===== config.mk =====
export PLATFORM = sky130hd
export DESIGN_NAME = hsv_multi_threshold
export DESIGN_NICKNAME = d
export VERILOG_FILES = /design/src/rtl/hsv_multi_threshold.sv
export SDC_FILE = /design/constraint.sdc
export NUM_CORES = 2
export LEC_CHECK = 0
export BUFFER_PORTS_ARGS = -buffer_cell sky130_fd_sc_hd__buf_2
export CAP_MARGIN = 10
export CORE_AREA = 3 3 532 534
export DETAILED_ROUTE_END_ITERATION = 8
export DIE_AREA = 0 0 535 537
export PLACE_DENSITY = 0.36
export SKIP_LAST_GASP = 1
export SLEW_MARGIN = 5
export SYNTH_ARGS = -nofsm -noshare
export SYNTH_HDL_FRONTEND = slang
export SYNTH_SLANG_ARGS = --single-unit

===== constraint.sdc =====
create_clock -name clk -period 3.7 [get_ports clk]
set_input_delay 0.185 -clock clk [delete_from_list [all_inputs] [get_ports clk]]
set_output_delay 0.185 -clock clk [all_outputs]
set_load 0.01 [all_outputs]

===== src/rtl/hsv_multi_threshold.sv =====
// ============================================================================
// Module   : hsv_multi_threshold
// Purpose  : Classifies HSV pixels against NUM_CH colour windows and packs the
//            per-channel match bits into one mask word per row for a row BRAM.
// Option   : HSV_ROW_POPCOUNT_EN adds per-channel set-bit counts on row_pop.
// Revision : 1.0 - initial release
// ============================================================================
`default_nettype none

module hsv_multi_threshold #(
  parameter int IMG_W  = 640,
  parameter int IMG_H  = 480,
  parameter int NUM_CH = 2,
  parameter int CHW    = (NUM_CH > 1) ? $clog2(NUM_CH) : 1
) (
  input  logic                                 clk,
  input  logic                                 rst_n,
  input  logic [8:0]                           hsv_h,
  input  logic [8:0]                           hsv_s,
  input  logic [7:0]                           hsv_v,
  input  logic                                 hsv_valid,
  input  logic                                 frame_done_in,
  input  logic [CHW-1:0]                       thr_ch,
  input  logic [2:0]                           thr_type,
  input  logic [8:0]                           thr_data,
  input  logic                                 thr_vld,
  output logic [NUM_CH*IMG_W-1:0]              row_data,
  output logic [$clog2(IMG_H)-1:0]             row_addr,
  output logic                                 wea,
  output logic [NUM_CH*$clog2(IMG_W+1)-1:0]    row_pop,
  output logic                                 frame_done_out
);

  localparam int CW = $clog2(IMG_W);
  localparam int RW = $clog2(IMG_H);
  localparam int PW = $clog2(IMG_W + 1);

  localparam logic [CW-1:0] c_col_last   = CW'(IMG_W - 1);
  localparam logic [RW-1:0] c_row_last   = RW'(IMG_H - 1);
  localparam logic [8:0]    c_def_hue_hi = 9'd310;
  localparam logic [8:0]    c_def_hue_lo = 9'd50;
  localparam logic [8:0]    c_def_sat    = 9'd95;
  localparam logic [7:0]    c_def_val    = 8'd80;

  typedef enum logic [1:0] {
    S_IDLE = 2'd0,
    S_ROW  = 2'd1,
    S_DROP = 2'd2
  } state_t;

  state_t state_q, state_d;

  logic [NUM_CH-1:0][8:0] sh_hue_hi_q, sh_hue_hi_d, act_hue_hi_q, act_hue_hi_d;
  logic [NUM_CH-1:0][8:0] sh_hue_lo_q, sh_hue_lo_d, act_hue_lo_q, act_hue_lo_d;
  logic [NUM_CH-1:0][8:0] sh_sat_q,    sh_sat_d,    act_sat_q,    act_sat_d;
  logic [NUM_CH-1:0][7:0] sh_val_q,    sh_val_d,    act_val_q,    act_val_d;
  logic [NUM_CH-1:0]      sh_mode_q,   sh_mode_d,   act_mode_q,   act_mode_d;

  logic [NUM_CH-1:0][IMG_W-1:0] row_data_q, row_data_d;
  logic [CW-1:0]                col_q, col_d;
  logic [RW-1:0]                row_addr_q, row_addr_d;
  logic                         wea_q, wea_d;
  logic [1:0]                   fd_pipe_q, fd_pipe_d;
  logic [NUM_CH-1:0]            pix_match;
  logic                         pix_take;

  // Shadow set takes host writes at any time; it only reaches the pixel path via S_IDLE.
  always_comb begin
    sh_hue_hi_d = sh_hue_hi_q;
    sh_hue_lo_d = sh_hue_lo_q;
    sh_sat_d    = sh_sat_q;
    sh_val_d    = sh_val_q;
    sh_mode_d   = sh_mode_q;
    for (int c = 0; c < NUM_CH; c++) begin
      if (thr_vld && (thr_ch == CHW'(c))) begin
        case (thr_type)
          3'd0:    sh_hue_hi_d[c] = thr_data;
          3'd1:    sh_hue_lo_d[c] = thr_data;
          3'd2:    sh_sat_d[c]    = thr_data;
          3'd3:    sh_val_d[c]    = thr_data[7:0];
          3'd4:    sh_mode_d[c]   = thr_data[0];
          default: ;
        endcase
      end
    end
  end

  always_comb begin
    pix_match = '0;
    for (int c = 0; c < NUM_CH; c++) begin
      pix_match[c] = (act_mode_q[c]
                        ? ((hsv_h >= act_hue_lo_q[c]) && (hsv_h <= act_hue_hi_q[c]))
                        : ((hsv_h >  act_hue_hi_q[c]) || (hsv_h <  act_hue_lo_q[c])))
                     && (hsv_s > act_sat_q[c])
                     && ({1'b0, hsv_v} > {1'b0, act_val_q[c]});
    end
  end

  assign pix_take = (state_q == S_ROW) && !frame_done_in && hsv_valid;

  // The finished word is held for the wea cycle only; the next row's pixel
  // then lands on bit 0, so no separate staging copy is needed.
  always_comb begin
    state_d      = state_q;
    col_d        = col_q;
    row_addr_d   = row_addr_q;
    row_data_d   = row_data_q;
    wea_d        = 1'b0;
    act_hue_hi_d = act_hue_hi_q;
    act_hue_lo_d = act_hue_lo_q;
    act_sat_d    = act_sat_q;
    act_val_d    = act_val_q;
    act_mode_d   = act_mode_q;
    fd_pipe_d    = {fd_pipe_q[0], frame_done_in};

    if (wea_q && (row_addr_q != c_row_last)) begin
      row_addr_d = row_addr_q + RW'(1);
    end

    case (state_q)
      S_IDLE: begin
        act_hue_hi_d = sh_hue_hi_q;
        act_hue_lo_d = sh_hue_lo_q;
        act_sat_d    = sh_sat_q;
        act_val_d    = sh_val_q;
        act_mode_d   = sh_mode_q;
        col_d        = '0;
        row_addr_d   = '0;
        row_data_d   = '0;
        if (!frame_done_in) begin
          state_d = S_ROW;
        end
      end
      S_ROW: begin
        if (frame_done_in) begin
          state_d = S_IDLE;
        end else if (hsv_valid) begin
          for (int c = 0; c < NUM_CH; c++) begin
            row_data_d[c][col_q] = pix_match[c];
          end
          if (col_q == c_col_last) begin
            col_d = '0;
            wea_d = 1'b1;
            if (row_addr_q == c_row_last) begin
              state_d = S_DROP;
            end
          end else begin
            col_d = col_q + CW'(1);
          end
        end
      end
      S_DROP: begin
        if (frame_done_in) begin
          state_d = S_IDLE;
        end
      end
      default: state_d = S_IDLE;
    endcase
  end

  always_ff @(posedge clk or negedge rst_n) begin
    if (!rst_n) begin
      state_q      <= S_IDLE;
      sh_hue_hi_q  <= {NUM_CH{c_def_hue_hi}};
      sh_hue_lo_q  <= {NUM_CH{c_def_hue_lo}};
      sh_sat_q     <= {NUM_CH{c_def_sat}};
      sh_val_q     <= {NUM_CH{c_def_val}};
      sh_mode_q    <= '0;
      act_hue_hi_q <= {NUM_CH{c_def_hue_hi}};
      act_hue_lo_q <= {NUM_CH{c_def_hue_lo}};
      act_sat_q    <= {NUM_CH{c_def_sat}};
      act_val_q    <= {NUM_CH{c_def_val}};
      act_mode_q   <= '0;
      row_data_q   <= '0;
      col_q        <= '0;
      row_addr_q   <= '0;
      wea_q        <= 1'b0;
      fd_pipe_q    <= '0;
    end else begin
      state_q      <= state_d;
      sh_hue_hi_q  <= sh_hue_hi_d;
      sh_hue_lo_q  <= sh_hue_lo_d;
      sh_sat_q     <= sh_sat_d;
      sh_val_q     <= sh_val_d;
      sh_mode_q    <= sh_mode_d;
      act_hue_hi_q <= act_hue_hi_d;
      act_hue_lo_q <= act_hue_lo_d;
      act_sat_q    <= act_sat_d;
      act_val_q    <= act_val_d;
      act_mode_q   <= act_mode_d;
      row_data_q   <= row_data_d;
      col_q        <= col_d;
      row_addr_q   <= row_addr_d;
      wea_q        <= wea_d;
      fd_pipe_q    <= fd_pipe_d;
    end
  end

`ifdef HSV_ROW_POPCOUNT_EN
  logic [NUM_CH-1:0][PW-1:0] pop_q, pop_d;

  // Column 0 reloads rather than clears, so the count shown during wea survives
  // a back-to-back first pixel of the next row.
  always_comb begin
    pop_d = pop_q;
    if (state_q == S_IDLE) begin
      pop_d = '0;
    end else if (pix_take) begin
      for (int c = 0; c < NUM_CH; c++) begin
        pop_d[c] = (col_q == '0) ? PW'(pix_match[c]) : pop_q[c] + PW'(pix_match[c]);
      end
    end
  end

  always_ff @(posedge clk or negedge rst_n) begin
    if (!rst_n) begin
      pop_q <= '0;
    end else begin
      pop_q <= pop_d;
    end
  end

  assign row_pop = pop_q;
`else
  assign row_pop = '0;
`endif

  assign row_data       = row_data_q;
  assign row_addr       = row_addr_q;
  assign wea            = wea_q;
  assign frame_done_out = fd_pipe_q[1];

endmodule

`default_nettype wire

==> impl_results.md <==
- CTS Sinks: 1448
- Most common cell on crit path: o21ai_0
- Final Hold Viols: 0
- Synth cell types: 68
- Synth-to-layout area growth: 31.2%
- Total of max-cap violations: 0
- Row Count: 194
- Fin Setup TNS: 0 ns
- Port buffer count: 1334
- CORE AREA: 279000 µm²
- Worst Tran Pin Value: 1.14 ns
- Cell Area, Placed: 74400 µm²
- Min-Delay Path Class: in -> reg
- Most frequent cells in the layout: dfrtp_1, buf_2, nand3_1
- Final setup viols: 0
- Final worst-path cycle share: 90.2%
- Setup Buffers After CTS: 0
- Synth Flop Type: dfrtp_1
- Max incr delay on CP: 0.52 ns
- Sequential area share after synthesis: 58.9%
- Final setup margin: 0.364 ns
- Crit start category: flop
- Clk buf depth: 4
- Pins Over Slew Limit: 0
- CP top delay family: compound AO/OA/AOI/OAI gates
- Syn Inst Count: 6101
- Final wirelength: 375000 µm
- Initial antenna violation count: 21
- DP HPWL: 267000 µm
- Crit path time final: 3.34 ns
- RR Startpoint: act_hue_hi_q[13]$_DFFE_PN1P_
- Pleak: 0.0375 µW
- Layout cells sized above 1: 29.8%
- Fin Hold WS: 0.125 ns
- Worst-Skew Late Latency: 0.88 ns
- Commonest non-fill, non-tap cell in the layout: dfrtp_1
- Worst Hold End: fd_pipe_q[0]$_DFF_PN0_
- Number of synthesized flops with an enable pin: 0
- Final cell count without fillers: 11300
- Syn_area_per_cell: 10.1 µm²
- CTS tree: built
- Maximum net fanout on the critical path: 22
- Reg clk slew, reported paths: 0.06 ns
- Cell Pwr Density: 486 nW/µm²
- DRC violations left: 0
- Seq cells post-synth: 1448
- RePlAce Congestion: 0.837
- FILL cells: 29600
- CTS Buf Count: 187
- Post-route cell area: 80900 µm²
- R2R Setup Slk: 0.36 ns
- Number of global-route vias before repair: 55900
- RSZ-0062 raised after global routing: no
- H-tree Lvls: 4
- Max frequency: 300 MHz
- Maximum vdd drop: 0.339 mV
- First DRT Iteration DRCs: 4710
- Width of the die: 535 µm
- Antenna Violating Nets Remaining: 0
- Placed insts: 10900
- Worst slack, placed: 0.306 ns
- Critical path data arrival time: 4.09 ns
- Root Driver: clkbuf_16
- CP endpoint kind: flop
- Max-slew headroom: 23.8%
- Die height: 537 µm
- Min-delay src: frame_done_in
- Ys async rst share: 100%
- Detailed Routing Iterations Pass 1: 6
- Global-route wire length before repair: 504000 µm
- Clock skew: 0.0540 ns
- Total Routing Usage GR: 25.0%
- Drt wl/cell: 33.3 µm
- Io pins: 1355
- Worst r2r dst: row_data[1273]$_DFFE_PN0P_
- Gr ovfl total: 0
- Post-CTS Resized: 0
- Routed vias/inst: 5.06
- Buf/Inv on CP: 3
- Status: complete, no violations
- Crit Path Class: reg -> reg
- Path depth of the worst reg2reg path: 10
- CP max-delay cell: dfstp_2
- Synth Warn #: 0
- Initial Utilization: 22.1%
- Die area: 287000 µm²
- Nets@finish: 7507
- Crit path cell chain: inv_1 -> ha_1 -> a21oi_1 -> o21ai_0 -> a2111o_1 -> a32oi_4 -> buf_12 -> buf_4 -> nand4_4 -> o21ai_0
- Synthesized cell area: 61700 µm²
- Vias after detailed routing: 57000
- Pin count of the biggest net entering global routing: 131
- Critical Path RT: 4.45 ns
- Hold path depth: 2
[how the worst max path moves through the flow]
stage / startpoint / end / slack [ns] / cells past startpoint
3_3_place_gp: act_val_q[11]$_DFFE_PN0P_ / row_data[1271]$_DFFE_PN0P_ / 0.29 / 9
5_1_grt: act_hue_hi_q[13]$_DFFE_PN1P_ / row_data[1268]$_DFFE_PN0P_ / 0.19 / 10
3_5_place_dp: act_val_q[11]$_DFFE_PN0P_ / row_data[1273]$_DFFE_PN0P_ / 0.31 / 9
2_1_floorplan: act_hue_hi_q[13]$_DFFE_PN1P_ / row_data[1227]$_DFFE_PN0P_ / 1.09 / 10
6_report: act_hue_hi_q[13]$_DFFE_PN1P_ / row_data[1273]$_DFFE_PN0P_ / 0.36 / 10
4_1_cts: act_val_q[11]$_DFFE_PN0P_ / row_data[1273]$_DFFE_PN0P_ / 0.29 / 9
[cells by family (layout without fill, tap and decap cells)]
family	Yosys count	count (layout)	share of synthesized area, %
simple gates	2326	2326	17.7
compound gates	1498	1498	15.7
flops	1448	1448	58.9
buf+inv	665	2080	4.58
fa+ha+maj	75	75	1.52
mux	73	73	1.33
xor+xnor	15	15	0.213
other cells	1	31	0.00608
[timing repair]
action                                 CTS  global route
endpoints found under the hold margin  877             0
hold buffers                            23             0
setup endpoints to repair                0             0
[layout make-up]
type / instances / area [µm²] / area share, %
antenna: 11 / 27.5 / 0.0340
clock buffer: 286 / 5570 / 6.88
clock inverter: 50 / 644 / 0.797
inverter: 78 / 300 / 0.371
multi-input combinational: 4007 / 23200 / 28.7
sequential: 1448 / 36300 / 44.9
tap: 3724 / 4660 / 5.76
timing repair buffer: 1666 / 10200 / 12.6
[state kept, by name, summed over array words and instances, names as in the netlist, 9 cells and up]
register,count
act_hue_lo_q,18
act_sat_q,18
sh_val_q,16
sh_sat_q,18
col_q,10
row_addr,9
sh_hue_hi_q,18
row_data,1280
act_hue_hi_q,18
act_val_q,16
sh_hue_lo_q,18
[where the power goes]
part | switching [µW] | internal (µW)
Clock | 7770 | 11100
Combinational | 3010 | 945
Sequential | 149 | 16300
[per-stage QoR]
step,util (%),total power (µW)
floorplan,-,18700
global placement,26.7,20700
detailed placement,26.7,20700
CTS,29.0,39900
global route,29.0,40800
finish,29.0,39300
[synthesized netlist by cell type, types with 4 or more instances]
library cell  instances  area (µm²)
o21ai_1              26         130
dfstp_2              64        1680
nand4_4              11         234
buf_6                18         203
buf_1                29         109
nor2b_1               8        50.1
nand2b_1             13        81.3
buf_4                21         158
a21oi_1              24         120
ha_1                 75         938
buf_2                78         390
nor3_2                6        60.1
a21o_1                6        45.0
mux2_2               72         811
xor2_1               12         105
nor3_1               33         165
nor2_1              103         387
o21ai_2              40         350
nand2_1             818        3070
nand3_1            1208        6050
and2_1               78         488
o21ai_0             651        3260
nand4_1              26         163
o21bai_1              4        30.0
a31oi_1              84         526
dfrtp_1            1384       34600
o41ai_1             159        1390
inv_1                78         293
o31ai_1             478        3590
clkbuf_1            440        1650
[routing by layer]
layer | routed length, µm | part of all wire [%] | track usage [%]
met1 | 156000 | 42 | 32.1
met5 | 13 | 0.0035 | 0
met3 | 30600 | 8.2 | 7.19
met2 | 170000 | 45 | 39.6
met4 | 17900 | 4.8 | 10.2
[worst register-to-register path, stage by stage, from the launching register on]
cell and delay, ns:
dfstp_2 0.52, inv_1 0.06, ha_1 0.31, a21oi_1 0.14, o21ai_0 0.13, a2111o_1 0.51, a32oi_4 0.29, buf_12 0.22
buf_4 0.27, nand4_4 0.44, o21ai_0 0.38
Power figures use the tool's default switching activity.
